$ cat config.mk
export PLATFORM = sky130hd
export DESIGN_NAME = sd_write_responder
export DESIGN_NICKNAME = d
export VERILOG_FILES = /design/src/rtl/sd_write_responder.sv
export SDC_FILE = /design/constraint.sdc
export NUM_CORES = 1
export LEC_CHECK = 0
export ABC_AREA = 1
export CAP_MARGIN = 5
export CORE_MARGIN = 2
export CORE_UTILIZATION = 27
export DETAILED_ROUTE_END_ITERATION = 10
export PLACE_DENSITY_LB_ADDON = 0.15
export SLEW_MARGIN = 30
export SYNTH_ARGS = -nofsm -noshare
export SYNTH_HDL_FRONTEND = slang
export SYNTH_SLANG_ARGS = --single-unit
$ cat constraint.sdc
create_clock -name clk -period 5.4 [get_ports clk]
set_clock_uncertainty 0.1 [all_clocks]
set_input_delay 1.08 -clock clk [delete_from_list [all_inputs] [get_ports clk]]
set_output_delay 1.08 -clock clk [all_outputs]
set_load 0.05 [all_outputs]
$ cat src/rtl/sd_write_responder.sv
// Purpose : receives pixel writes (SD_write/SD_wdata/SD_address), queues them in a
//           DEPTH-entry FIFO and replays each one as a single-beat Avalon-MM master write.
// Latency : a write pushed into an empty, idle FIFO on edge t shows avm_write=1 after edge t+1.
//           Peak rate is 1 beat per cycle.
// Backpr. : SD_ready is registered (fifo_count < DEPTH). A write offered while SD_ready=0 is
//           dropped and sets the sticky overflow flag. avm_waitrequest stalls the current beat.
//
// Ports:
//   clk, rst                 clock; asynchronous active-high reset
//   SD_write/wdata/address   upstream write request, data and byte address
//   SD_ready                 FIFO can accept a write this cycle
//   frame_ready              pulse: last pixel of the frame has been issued upstream
//   frame_done               pulse: every write of that frame has been accepted by memory
//   avm_address/writedata    Avalon write address and data (held stable during waitrequest)
//   avm_write                Avalon write strobe
//   avm_waitrequest          Avalon slave stall
//   fifo_count               current FIFO occupancy
//   overflow                 sticky: a write was offered while SD_ready=0
module sd_write_responder #(
  parameter int DEPTH  = 8,
  parameter int DATA_W = 16,
  parameter int ADDR_W = 32
) (
  input  logic                     clk,
  input  logic                     rst,
  input  logic                     SD_write,
  input  logic [DATA_W-1:0]        SD_wdata,
  input  logic [ADDR_W-1:0]        SD_address,
  output logic                     SD_ready,
  input  logic                     frame_ready,
  output logic                     frame_done,
  output logic [ADDR_W-1:0]        avm_address,
  output logic [DATA_W-1:0]        avm_writedata,
  output logic                     avm_write,
  input  logic                     avm_waitrequest,
  output logic [$clog2(DEPTH):0]   fifo_count,
  output logic                     overflow
);

  localparam int PTR_W = $clog2(DEPTH);
  localparam int CNT_W = PTR_W + 1;
  localparam int ENT_W = ADDR_W + DATA_W;

  typedef enum logic {
    IDLE  = 1'b0,
    WRITE = 1'b1
  } state_t;

  state_t             state, state_nxt;
  logic [ENT_W-1:0]   mem [DEPTH];
  logic [PTR_W-1:0]   wr_ptr, rd_ptr, head_idx;
  logic [CNT_W-1:0]   count_nxt;
  logic               push, pop, load, bypass;
  logic               flush_pending, done_cond;

  // Entry storage carries no reset; only the pointers and count define what is valid.
  always_ff @(posedge clk) begin
    if (push) begin
      mem[wr_ptr] <= {SD_address, SD_wdata};
    end
  end

  always_comb begin
    push      = SD_write && SD_ready;
    pop       = (state == WRITE) && !avm_waitrequest;
    state_nxt = state;
    load      = 1'b0;
    bypass    = 1'b0;
    count_nxt = fifo_count;

    unique case ({push, pop})
      2'b10:   count_nxt = fifo_count + CNT_W'(1);
      2'b01:   count_nxt = fifo_count - CNT_W'(1);
      default: count_nxt = fifo_count;
    endcase

    case (state)
      IDLE: begin
        if (fifo_count != '0) begin
          load      = 1'b1;
          state_nxt = WRITE;
        end
      end
      WRITE: begin
        if (!avm_waitrequest) begin
          if (fifo_count > CNT_W'(1)) begin
            // Next entry already resident behind the head being retired.
            load = 1'b1;
          end else if (push) begin
            // FIFO drains to empty this edge, but a write arrives at the same
            // time: forward it straight onto the bus to keep beats back-to-back.
            load   = 1'b1;
            bypass = 1'b1;
          end else begin
            state_nxt = IDLE;
          end
        end
      end
      default: state_nxt = IDLE;
    endcase

    // The head only advances once its beat completes, so after a pop the next
    // entry sits one slot past rd_ptr.
    head_idx  = pop ? (rd_ptr + PTR_W'(1)) : rd_ptr;

    // Holding off while a push lands keeps a write accepted alongside
    // frame_ready inside the current frame.
    done_cond = flush_pending && (fifo_count == '0) && (state == IDLE) && !push;
  end

  always_ff @(posedge clk or posedge rst) begin
    if (rst) begin
      state         <= IDLE;
      wr_ptr        <= '0;
      rd_ptr        <= '0;
      fifo_count    <= '0;
      SD_ready      <= 1'b1;
      overflow      <= 1'b0;
      avm_write     <= 1'b0;
      avm_address   <= '0;
      avm_writedata <= '0;
      flush_pending <= 1'b0;
      frame_done    <= 1'b0;
    end else begin
      state      <= state_nxt;
      fifo_count <= count_nxt;
      SD_ready   <= (count_nxt != CNT_W'(DEPTH));

      if (push) wr_ptr <= wr_ptr + PTR_W'(1);
      if (pop)  rd_ptr <= rd_ptr + PTR_W'(1);

      if (SD_write && !SD_ready) overflow <= 1'b1;

      avm_write <= (state_nxt == WRITE);
      if (load) begin
        if (bypass) begin
          avm_address   <= SD_address;
          avm_writedata <= SD_wdata;
        end else begin
          {avm_address, avm_writedata} <= mem[head_idx];
        end
      end

      frame_done <= done_cond;
      if (done_cond) begin
        flush_pending <= 1'b0;
      end else if (frame_ready) begin
        flush_pending <= 1'b1;
      end
    end
  end

endmodule

==> impl_metrics.prom <==
# TYPE chip_impl_metric gauge
chip_impl_metric{name="synth_top_area_share",unit="%"} 57.7
chip_impl_metric{name="portBuffers",unit=""} 108
chip_impl_metric{name="grt-ovfl-total",unit=""} 0
chip_impl_metric{name="timing.setup.tns",unit="ns"} 0
chip_impl_info{name="synth_area_leaders",value="sky130_fd_sc_hd__edfxtp_1 58%, sky130_fd_sc_hd__nand3_1 13%, sky130_fd_sc_hd__inv_1 9.0%"} 1
chip_impl_info{name="synth_commonest_cells",value="527 x sky130_fd_sc_hd__nand3_1, 477 x sky130_fd_sc_hd__inv_1, 384 x sky130_fd_sc_hd__edfxtp_1"} 1
chip_impl_metric{name="timing.reg2reg.worst_path_depth",unit=""} 11
chip_impl_info{name="criticalPathCategory",value="reg2out"} 1
chip_impl_metric{name="synth_area",unit="mm2"} 0.0200
chip_impl_metric{name="finalSetupViolCount",unit=""} 0
chip_impl_info{name="timing.critical_path.from_type",value="register"} 1
chip_impl_info{name="critPathSlowestCell",value="sky130_fd_sc_hd__clkdlybuf4s50_1"} 1
chip_impl_info{name="synthMostInstantiatedCell",value="sky130_fd_sc_hd__nand3_1"} 1
chip_impl_metric{name="chipHeight",unit="um"} 276
chip_impl_info{name="r2r_start",value="fifo_count[0]"} 1
chip_impl_metric{name="antenna_found_initial",unit=""} 1
chip_impl_info{name="regToRegEndpoint",value="avm_writedata[7]"} 1
chip_impl_metric{name="timing.critical_path.fanout_max",unit=""} 6
chip_impl_metric{name="postSynth.asyncResetShare",unit="%"} 14.1
chip_impl_metric{name="num_antenna_cells",unit=""} 0
chip_impl_info{name="crit_end",value="avm_write"} 1
chip_impl_metric{name="std_cell_rows",unit=""} 99
chip_impl_metric{name="initial_core_utilization",unit="%"} 27.3
chip_impl_metric{name="final_hold_viol_count",unit=""} 0
chip_impl_info{name="status",value="complete, but fails checks"} 1
chip_impl_metric{name="first_drt_iteration_drcs",unit=""} 808
chip_impl_metric{name="powerDensity",unit="mW/mm2"} 595
chip_impl_metric{name="finish.cell_count_without_fillers",unit=""} 3075
chip_impl_metric{name="clock_insertion_delay_worst_skew",unit="ns"} 0.61
chip_impl_metric{name="routed_wl",unit="mm"} 57.7
chip_impl_metric{name="htree_num_levels",unit=""} 2
chip_impl_info{name="cp-startpoint",value="state"} 1
chip_impl_metric{name="synthDistinctLibCells",unit=""} 31
chip_impl_metric{name="post_route_cells_drive_above_1_share",unit="%"} 6.85
chip_impl_metric{name="crit_required",unit="ns"} 4.22
chip_impl_metric{name="gp_congestion",unit=""} 0.718
chip_impl_metric{name="number_of_enable_flip_flop_cells_after_synthesis",unit=""} 384
chip_impl_metric{name="drtPass1Iterations",unit=""} 8
chip_impl_metric{name="post_synth_inst_count",unit=""} 1987
chip_impl_metric{name="seq_area_frac_synth",unit="%"} 65.6
chip_impl_metric{name="placedCellCount",unit=""} 2975
chip_impl_metric{name="timing.max_cap.violations",unit=""} 0
chip_impl_metric{name="final.fill_count",unit=""} 7431
chip_impl_metric{name="post_cts.repair.setup_buffers",unit=""} 0
chip_impl_metric{name="design.final.nets",unit=""} 2132
chip_impl_metric{name="cts.sink_count",unit=""} 447
chip_impl_info{name="clockRootBuffer",value="sky130_fd_sc_hd__clkbuf_16"} 1
chip_impl_metric{name="path_depth",unit=""} 1
chip_impl_metric{name="largest_net_degree_at_the_start_of_global_routing",unit=""} 139
chip_impl_info{name="cpLargestDelayFamily",value="buffers and inverters"} 1
chip_impl_info{name="unrepaired_setup_endpoints_after_global_routing",value="no"} 1
chip_impl_metric{name="syn_to_final_growth",unit="%"} 20.3
chip_impl_metric{name="cts.hold.buffers_added",unit=""} 0
chip_impl_metric{name="die_w",unit="um"} 276
chip_impl_metric{name="static-leakage-power",unit="nW"} 10.3
chip_impl_info{name="critical_path.cell_chain",value="clkdlybuf4s50_1"} 1
chip_impl_metric{name="critical-path-max-stage-delay",unit="ns"} 0.90
chip_impl_metric{name="postSynthRegisterBits",unit=""} 447
chip_impl_metric{name="drc_errors",unit=""} 8
chip_impl_info{name="failing_checks",value="DRC"} 1
chip_impl_metric{name="post_cts_repair_resize_count",unit=""} 0
chip_impl_metric{name="tightest_slew",unit="ns"} 1.00
chip_impl_metric{name="final_period_minus_worst_setup_slack",unit="ns"} 3.28
chip_impl_metric{name="syn-num-nets",unit=""} 2048
chip_impl_info{name="tritoncts",value="done"} 1
chip_impl_metric{name="route.detailed.vias_per_inst",unit=""} 4.48
chip_impl_metric{name="cts.path.max_buffers",unit=""} 3
chip_impl_metric{name="drt.antenna.violating_nets",unit=""} 0
chip_impl_metric{name="yosys_warnings",unit=""} 0
chip_impl_metric{name="design.die.area",unit="mm2"} 0.0762
chip_impl_metric{name="numCtsBuffers",unit=""} 53
chip_impl_metric{name="path_clk_slew",unit="ns"} 0.06
chip_impl_metric{name="via_count",unit=""} 13773
chip_impl_metric{name="ff2ff_setup_slack",unit="ns"} 2.56
chip_impl_info{name="holdCritPathClass",value="reg2reg"} 1
chip_impl_metric{name="max_freq",unit="GHz"} 0.305
chip_impl_metric{name="io_pins",unit=""} 109
chip_impl_metric{name="final-max-slew-violation-count",unit=""} 0
chip_impl_metric{name="finalCritPeriodShare",unit="%"} 60.8
chip_impl_metric{name="ir_drop",unit="uV"} 357
chip_impl_info{name="yosysTopAreaCell",value="sky130_fd_sc_hd__edfxtp_1"} 1
chip_impl_metric{name="cp_num_buf_inv",unit=""} 1
chip_impl_info{name="critPathCaptureType",value="output pin"} 1
chip_impl_metric{name="wl_per_cell",unit="um"} 18.8
chip_impl_info{name="synth_flop_cell",value="sky130_fd_sc_hd__edfxtp_1"} 1
chip_impl_metric{name="holdWs",unit="ns"} 0.380
chip_impl_metric{name="worst_slew_margin_rel",unit="%"} 33.2
chip_impl_metric{name="cp_data_arrival_time",unit="ns"} 2.10
chip_impl_metric{name="total_power",unit="W"} 0.0143
chip_impl_metric{name="syn-mean-instance-area",unit="um2"} 10.1
chip_impl_metric{name="grt_pass1_wl",unit="mm"} 88.1
chip_impl_metric{name="global_route.usage.total",unit="%"} 15.1
chip_impl_metric{name="hpwl",unit="mm"} 29.5
chip_impl_metric{name="floorplan.core_area",unit="mm2"} 0.0731
chip_impl_metric{name="grt_pass1_vias",unit=""} 13675
-- worst min-delay path by stage --
stage	from	cells past startpoint	slack, ns	end
CTS	overflow	1	0.38	overflow
detailed placement	overflow	1	0.37	overflow
global route	overflow	1	0.41	overflow
global placement	overflow	1	0.36	overflow
finish	overflow	1	0.38	overflow
floorplan	flush_pending	2	0.38	flush_pending
-- area by class of cell --
| cell class | instances | area (um2) | share of cell area (%) |
|---|---|---|---|
| repair buffers | 140 | 1470 | 6.13 |
| well taps | 959 | 1200 | 4.99 |
| clock inverters | 26 | 289 | 1.20 |
| inverters | 480 | 1800 | 7.51 |
| flip-flops and latches | 447 | 13100 | 54.5 |
| multi-input cells | 949 | 4650 | 19.3 |
| clock buffers | 74 | 1520 | 6.30 |
-- sequential cells by signal, summed over array words and instances, names as in the netlist --
name	count
flush_pending	1
overflow	1
avm_address	32
SD_ready	1
fifo_count	4
frame_done	1
wr_ptr	3
rd_ptr	3
state	1
avm_writedata	16
mem	384
-- kinds of logic after synthesis --
| group | count (synthesis) | share of synthesized area [%] |
|---|---|---|
| AND/OR/NAND/NOR | 829 | 19.0 |
| buffers and inverters | 591 | 11.9 |
| flip-flops | 447 | 65.6 |
| AO/OA/AOI/OAI | 111 | 2.92 |
| adder cells (fa/ha/maj) | 8 | 0.501 |
| XOR/XNOR | 1 | 0.0438 |
-- cells in the final DEF (no fill, tap or decap), types with 21 or more instances in the layout --
master	instances
sky130_fd_sc_hd__nand3_1	524
sky130_fd_sc_hd__inv_1	476
sky130_fd_sc_hd__edfxtp_1	384
sky130_fd_sc_hd__nand2_1	229
sky130_fd_sc_hd__clkdlybuf4s50_1	108
sky130_fd_sc_hd__dfrtp_1	62
sky130_fd_sc_hd__o21ai_0	54
sky130_fd_sc_hd__nor2_1	54
sky130_fd_sc_hd__clkbuf_16	53
sky130_fd_sc_hd__a21oi_1	47
sky130_fd_sc_hd__buf_4	21
-- per-stage QoR --
step	instance area (um2)	setup slack [ns]	util [%]
after floorplan	20000	1.30	-
after global placement	22200	1.48	30.3
after detailed placement	22200	1.59	30.4
after CTS	24000	2.08	32.9
after global routing	24000	2.01	32.9
final	24000	2.12	32.9
-- worst reg2reg max path, cell delays in order, from the launching register on --
cell	delay (ns)
sky130_fd_sc_hd__dfrtp_1	0.44
sky130_fd_sc_hd__inv_1	0.14
sky130_fd_sc_hd__ha_1	0.25
sky130_fd_sc_hd__nor2_1	0.13
sky130_fd_sc_hd__nor2_1	0.10
sky130_fd_sc_hd__nand2_1	0.10
sky130_fd_sc_hd__nand2_1	0.09
sky130_fd_sc_hd__nand2_4	0.63
sky130_fd_sc_hd__buf_4	0.46
sky130_fd_sc_hd__o21ai_0	0.15
sky130_fd_sc_hd__inv_1	0.07
sky130_fd_sc_hd__a21oi_1	0.06
-- report_power, final --
part / total (W) / switching (W) / internal [W] / leakage [nW]
Clock: 0.00365 / 0.00149 / 0.00216 / 0.875
Sequential: 0.00470 / 0.000287 / 0.00441 / 4.19
Combinational: 0.00595 / 0.00416 / 0.00179 / 5.20
-- per-layer routing --
metal,global-route usage (%),wire length (um)
met1,20.9,27200
met2,24.7,26900
met3,2.36,2550
met4,3.81,1130
met5,0,13
Power figures use the tool's default switching activity.
